--- src/rtl/usb_hid_kbd_report_decoder.sv ---
// HID boot-keyboard report decoder: assembles OUT payload bytes into reports, diffs each
// accepted report against the previous one and emits one press/release event per change.
module usb_hid_kbd_report_decoder #(
  parameter int NKEY     = 6,
  parameter     MOD_EVTS = "TRUE"
) (
  input  logic       clk,
  input  logic       rstn,
  input  logic       rx_sot,
  input  logic [7:0] rx_data,
  input  logic       rx_valid,
  output logic       evt_valid,
  input  logic       evt_ready,
  output logic [7:0] evt_code,
  output logic       evt_press,
  output logic [7:0] modifiers,
  output logic       busy,
  output logic       report_drop,
  output logic       rollover_err
);

  localparam int NBYTE  = NKEY + 2;
  localparam int IW     = (NKEY > 8) ? $clog2(NKEY) : 3;
  localparam bit MOD_EN = (MOD_EVTS == "TRUE");

  typedef enum logic [2:0] {
    S_COLLECT,
    S_CHECK,
    S_MOD_SCAN,
    S_REL_SCAN,
    S_PRS_SCAN,
    S_COMMIT
  } state_t;

  state_t        state_q, state_d;
  logic [7:0]    cnt_q, cnt_d;
  logic [7:0]    new_q [NBYTE];
  logic [7:0]    new_d [NBYTE];
  logic [7:0]    prev_q [NKEY];
  logic [7:0]    prev_d [NKEY];
  logic [7:0]    mods_q, mods_d;
  logic [IW-1:0] idx_q, idx_d;
  logic          evt_valid_q, evt_valid_d;
  logic [7:0]    evt_code_q, evt_code_d;
  logic          evt_press_q, evt_press_d;
  logic          busy_q, busy_d;
  logic          drop_q, drop_d;
  logic          roll_q, roll_d;

  logic          cand_evt, cand_press, scan_last, hit, roll_any, advance;
  logic [7:0]    cand_code, key, c;
  state_t        next_scan;

  // Candidate event for the current scan index; membership checks span all slots at once.
  always_comb begin
    cand_evt   = 1'b0;
    cand_press = 1'b0;
    cand_code  = 8'h00;
    scan_last  = 1'b0;
    next_scan  = S_COMMIT;
    key        = 8'h00;
    hit        = 1'b0;
    roll_any   = 1'b0;
    for (int j = 0; j < NKEY; j++) begin
      roll_any = roll_any | (new_q[j+2] == 8'h01);
    end
    case (state_q)
      S_MOD_SCAN: begin
        cand_code  = 8'hE0 | {5'b00000, idx_q[2:0]};
        cand_press = new_q[0][idx_q[2:0]];
        cand_evt   = (mods_q[idx_q[2:0]] != new_q[0][idx_q[2:0]]);
        scan_last  = (idx_q == IW'(7));
        next_scan  = S_REL_SCAN;
      end
      S_REL_SCAN: begin
        for (int j = 0; j < NKEY; j++) begin
          key = (idx_q == IW'(j)) ? prev_q[j] : key;
        end
        for (int j = 0; j < NKEY; j++) begin
          hit = hit | (new_q[j+2] == key);
        end
        cand_code = key;
        cand_evt  = (key != 8'h00) && !hit;
        scan_last = (idx_q == IW'(NKEY - 1));
        next_scan = S_PRS_SCAN;
      end
      S_PRS_SCAN: begin
        for (int j = 0; j < NKEY; j++) begin
          key = (idx_q == IW'(j)) ? new_q[j+2] : key;
        end
        // Earlier new slots with the same code count as already pressed (dedupe).
        for (int j = 0; j < NKEY; j++) begin
          hit = hit | (prev_q[j] == key) | ((IW'(j) < idx_q) && (new_q[j+2] == key));
        end
        cand_code  = key;
        cand_press = 1'b1;
        cand_evt   = (key != 8'h00) && !hit;
        scan_last  = (idx_q == IW'(NKEY - 1));
        next_scan  = S_COMMIT;
      end
      default: begin
        cand_evt = 1'b0;
      end
    endcase
  end

  // Next-state logic: byte collection, rollover check, event scan and commit.
  always_comb begin
    state_d     = state_q;
    cnt_d       = cnt_q;
    new_d       = new_q;
    prev_d      = prev_q;
    mods_d      = mods_q;
    idx_d       = idx_q;
    evt_valid_d = evt_valid_q;
    evt_code_d  = evt_code_q;
    evt_press_d = evt_press_q;
    roll_d      = 1'b0;
    advance     = 1'b0;
    c           = rx_sot ? 8'h00 : cnt_q;
    case (state_q)
      S_COLLECT: begin
        if (rx_valid && (c < 8'(NBYTE))) begin
          for (int b = 0; b < NBYTE; b++) begin
            new_d[b] = (c == 8'(b)) ? rx_data : new_q[b];
          end
          cnt_d   = c + 8'd1;
          state_d = (c == 8'(NBYTE - 1)) ? S_CHECK : S_COLLECT;
        end else begin
          cnt_d = c;
        end
      end
      S_CHECK: begin
        idx_d = {IW{1'b0}};
        if (roll_any) begin
          roll_d  = 1'b1;
          state_d = S_COLLECT;
        end else begin
          state_d = MOD_EN ? S_MOD_SCAN : S_REL_SCAN;
        end
      end
      S_MOD_SCAN, S_REL_SCAN, S_PRS_SCAN: begin
        // A pending event holds the index until the consumer takes it.
        if (evt_valid_q) begin
          evt_valid_d = !evt_ready;
          advance     = evt_ready;
        end else if (cand_evt) begin
          evt_valid_d = 1'b1;
          evt_code_d  = cand_code;
          evt_press_d = cand_press;
        end else begin
          advance = 1'b1;
        end
        if (advance && scan_last) begin
          idx_d   = {IW{1'b0}};
          state_d = next_scan;
        end else if (advance) begin
          idx_d = idx_q + IW'(1);
        end else begin
          idx_d = idx_q;
        end
      end
      S_COMMIT: begin
        for (int j = 0; j < NKEY; j++) begin
          prev_d[j] = new_q[j+2];
        end
        mods_d  = new_q[0];
        state_d = S_COLLECT;
      end
      default: begin
        state_d = S_COLLECT;
      end
    endcase
    // Bytes arriving mid-scan are dropped; the count stays full so the packet tail is ignored.
    drop_d = rx_valid && (state_q != S_COLLECT);
    busy_d = (state_d != S_COLLECT);
  end

  // State and output registers with synchronous active-low reset.
  always_ff @(posedge clk) begin
    if (!rstn) begin
      state_q     <= S_COLLECT;
      cnt_q       <= 8'h00;
      for (int b = 0; b < NBYTE; b++) new_q[b] <= 8'h00;
      for (int j = 0; j < NKEY; j++) prev_q[j] <= 8'h00;
      mods_q      <= 8'h00;
      idx_q       <= {IW{1'b0}};
      evt_valid_q <= 1'b0;
      evt_code_q  <= 8'h00;
      evt_press_q <= 1'b0;
      busy_q      <= 1'b0;
      drop_q      <= 1'b0;
      roll_q      <= 1'b0;
    end else begin
      state_q     <= state_d;
      cnt_q       <= cnt_d;
      new_q       <= new_d;
      prev_q      <= prev_d;
      mods_q      <= mods_d;
      idx_q       <= idx_d;
      evt_valid_q <= evt_valid_d;
      evt_code_q  <= evt_code_d;
      evt_press_q <= evt_press_d;
      busy_q      <= busy_d;
      drop_q      <= drop_d;
      roll_q      <= roll_d;
    end
  end

  assign evt_valid    = evt_valid_q;
  assign evt_code     = evt_code_q;
  assign evt_press    = evt_press_q;
  assign modifiers    = mods_q;
  assign busy         = busy_q;
  assign report_drop  = drop_q;
  assign rollover_err = roll_q;

endmodule

--- config.mk ---
export PLATFORM = sky130hd
export DESIGN_NAME = usb_hid_kbd_report_decoder
export DESIGN_NICKNAME = d
export VERILOG_FILES = /design/src/rtl/usb_hid_kbd_report_decoder.sv
export SDC_FILE = /design/constraint.sdc
export NUM_CORES = 1
export LEC_CHECK = 0
export CAP_MARGIN = 40
export CORE_AREA = 2 2 116 174
export CTS_CLUSTER_SIZE = 24
export DETAILED_ROUTE_END_ITERATION = 8
export DIE_AREA = 0 0 118 176
export GPL_TIMING_DRIVEN = 0
export PLACE_DENSITY = 0.69
export SLEW_MARGIN = 25
export SYNTH_ARGS = -nofsm -noshare
export SYNTH_HDL_FRONTEND = slang
export SYNTH_SLANG_ARGS = --single-unit
--- constraint.sdc ---
create_clock -name clk -period 5.3 [get_ports clk]
set_input_delay 0.53 -clock clk [delete_from_list [all_inputs] [get_ports clk]]
set_output_delay 0.53 -clock clk [all_outputs]
set_load 0.02 [all_outputs]
==> flow_summary_export.csv <==
group,metric,value,unit
outcome,outcome,"finished with violations",
outcome,violations,"setup timing",
critical_path,max_stage_delay,600,ps
placement,port_buffers,32,
route,antenna_left,0,
power_and_ir_drop,p_per_area,216.1,nW/um^2
yosys,synth.avg_cell_area,7.611,um^2
timing,fin_worst_skew,7.720,ps
timing,max_freq,0.1880,GHz
power_and_ir_drop,vdd_drop_max,267.0,uV
yosys,yosys.cell_count.top_type,"nand2_1",
clocking,cts_htree_levels,4,
yosys,synth_ff_type,"dfxtp_1",
power_and_ir_drop,p_leak,3.869,nW
timing,tns,-19.77,ps
timing,finalHoldViolCount,0,
route,dr.pass1.iters,8,
global_routing,grt_usage,40.41,%
clocking,cts_root_buf,"clkbuf_16",
clocking,clk_latency,430,ps
critical_path,crit_top_cell,"buf_2",
worst_hold_path,min_to,"evt_press$_SDFFE_PN0P_",
critical_path,crit_arrival,5660,ps
job,drv_cap,0,
route,remaining_drc_errors,0,
yosys,synth_top_area_share,29.25,%
critical_path,critical_path_peak_fanout,10,
layout,syn2layout_area_growth,13.64,%
clocking,ctsHoldBuffers,0,
route,routed_wl,42.33,mm
critical_path,start_kind,"flop",
yosys,syn_area,9514,um^2
worst_hold_path,hp-class,"reg -> reg",
yosys,synth-seq-area-share,29.25,%
layout,multi_input_area,6240,um^2
global_routing,grt_pass1_wl,61.90,mm
worst_hold_path,whs_path_depth,2,
timing,min_period,5320,ps
critical_path,crit_chain,"buf_4, buf_4, buf_6, inv_1, ha_2, buf_2, buf_2, nor4bb_1, a21oi_1, a311o_1, buf_2, xnor2_1, nor3_1, nand3_1, or4_1, nand4_1, o21ba_4, nand2_8, o32ai_2",
yosys,async_flop_share,0,%
yosys,netlist-cell-type-count,93,
die,dieHeight,176,um
critical_path,required,5640,ps
timing,finalSetupViolCount,1,
layout,nFillCells,1875,
clocking,clock_sinks,139,
critical_path,crit_type,"reg -> reg",
die,die_x,118,um
critical_path,end_kind,"flop",
layout,nets,1324,
layout,register_area,2784,um^2
clocking,path_clk_slew,60,ps
yosys,postSynthCellCount,1250,
route,drt-initial-drc-count,1485,
worst_hold_path,min_from,"evt_press$_SDFFE_PN0P_",
critical_path,worstReg2RegEnd,"idx_q[0]$_SDFFE_PN0P_",
die,dieArea,20770,um^2
global_routing,grt_max_degree,17,
yosys,synth_edf_count,0,
clocking,cts_inserted_buffers,17,
placement,hpwlAfterDp,30.66,mm
timing,max_slew_margin,39.21,%
timing,setup_ws,-19.77,ps
critical_path,reg2reg_depth,19,
route,via_per_inst,6.618,
die,initial_utilization,49.65,%
clocking,cts.path.max_buffers,2,
die,io_pins,34,
placement,gp_congestion,1.060,
timing,fin_crit_sh,100.4,%
timing,tightest_slew,911.8,ps
timing,rsz0062_at_grt,"no",
yosys,syn_nets,1271,
yosys,yosysTopAreaCell,"dfxtp_1",
global_routing,gr-total-overflow,0,
global_routing,grt_pass1_vias,9826,
route,routedWlPerCell,26.93,um
yosys,ys_top_cells_by_area,"dfxtp_1, nand2_1, a21oi_1, xnor2_1, xor2_1",
layout,postLayoutCoreUtil,56.43,%
yosys,yosysWarnings,0,
yosys,synth-seq-cells,139,
layout,drive_above_1_share,8.815,%
route,vias,10403,
critical_path,regToRegStartpoint,"idx_q[1]$_SDFFE_PN0P_",
global_routing,antenna_found_initial,0,
critical_path,r2r_slack,-20,ps
layout,diodes,0,
clocking,cts_tree,"yes",
critical_path,cpMaxStageDelayCell,"or4_1",
timing,drv_slew,0,
yosys,yosys-top-cells-count,"nand2_1, dfxtp_1, a21oi_1",
die,rows,62,
die,coreArea,19160,um^2
[state kept, by name, summed over array words and instances, names as in the netlist]
register / flops
busy: 1
cnt_q: 8
evt_code: 8
evt_press: 1
evt_valid: 1
idx_q: 3
modifiers: 8
new_q: 56
prev_q: 48
report_drop: 1
rollover_err: 1
state_q: 3
[what timing repair did]
action | 4_1_cts | 5_1_grt
gates cloned | 0 | 0
gates resized for setup | 7 | 5
pin swaps | 0 | 2
setup buffers | 0 | 2
setup endpoints to repair | 14 | 13
[worst max-delay path, delay by kind of cell, from the launching register on]
kind            cells  cell delay (ps)
buf+inv             7             1660
xor+xnor            1              150
fa+ha+maj           1              390
compound gates      4              950
flops               1              410
simple gates        6             1610
[logic make-up (layout without fill, tap and decap cells)]
kind of cell / Yosys count / after routing / synth area share [%]
mux: 38 / 38 / 4.563
compound gates: 313 / 313 / 21.88
simple gates: 535 / 535 / 28.29
xor+xnor: 99 / 99 / 9.114
fa+ha+maj: 8 / 8 / 1.052
buf+inv: 118 / 184 / 5.852
flops: 139 / 139 / 29.25
[area by class of cell]
| class | instances | share of cell area [%] |
|---|---|---|
| Clock inverter | 11 | 1.123 |
| Multi-Input combinational cell | 993 | 57.71 |
| Inverter | 14 | 0.5208 |
| Tap cell | 256 | 2.963 |
| Timing Repair Buffer | 34 | 3.102 |
| Clock buffer | 21 | 4.166 |
| Sequential cell | 139 | 25.75 |
| Buffer | 104 | 4.664 |
[where the power goes]
part	leakage (nW)	switching [W]	total (W)	internal, W
Clock	0.265	0.000487	0.00119	0.000702
Combinational	2.48	0.0000621	0.0000928	0.0000306
Sequential	1.12	0.00000472	0.00105	0.00105
Total	3.87	0.000554	0.00234	0.00178
[how the worst max path moves through the flow]
stage | start | endpoint | slack [ps] | depth (start not counted)
5_1_grt | idx_q[1]$_SDFFE_PN0P_ | idx_q[0]$_SDFFE_PN0P_ | 7 | 19
3_3_place_gp | idx_q[0]$_SDFFE_PN0P_ | idx_q[1]$_SDFFE_PN0P_ | -400 | 18
6_report | idx_q[1]$_SDFFE_PN0P_ | idx_q[0]$_SDFFE_PN0P_ | -20 | 19
4_1_cts | idx_q[1]$_SDFFE_PN0P_ | idx_q[0]$_SDFFE_PN0P_ | 110 | 19
3_5_place_dp | idx_q[0]$_SDFFE_PN0P_ | idx_q[0]$_SDFFE_PN0P_ | -370 | 18
2_1_floorplan | idx_q[0]$_SDFFE_PN0P_ | idx_q[0]$_SDFFE_PN0P_ | 1230 | 19
[metrics by stage]
| step | power (W) | setup slack [ps] | area (um^2) | hold slack, ps | instances |
|---|---|---|---|---|---|
| 6_report | 0.002337 | -19.77 | 10810 | 459.1 | 1572 |
| 5_1_grt | 0.002380 | 7.023 | 10810 | 485.9 | 1572 |
| 4_1_cts | 0.002332 | 112.3 | 10770 | 465.8 | 1570 |
| 3_5_place_dp | 0.001166 | -374.3 | 10160 | 455.8 | 1538 |
| 3_3_place_gp | 0.001165 | -401.9 | 10150 | 447.2 | 1538 |
| 2_1_floorplan | 0.001125 | 1229 | 9514 | 441.4 | 1250 |
[layout by cell type (no fill, tap or decap), drive strengths merged, types with 10 or more instances in the layout]
cell type,instances
a21oi,134
nand2,224
nor2b,11
nand3,58
or3,10
and2,18
nand4,13
buf,39
xnor2,59
o21ai,54
o211ai,10
nand3b,14
inv,12
nor2,61
nor4,24
a211oi,12
mux2i,31
clkdlybuf4s50,32
or4,11
nor3,30
nand2b,13
a31oi,13
xor2,40
clkbuf,88
and3,20
dfxtp,139
[routing by layer]
metal	wire (um)	GRT usage [%]	vias up
met5	0	0	-
met4	4169	31.93	0
met3	4609	10.27	266
met2	18580	63.88	702
met1	14970	46.46	4866
li1	-	-	4569
Power figures use the tool's default switching activity.
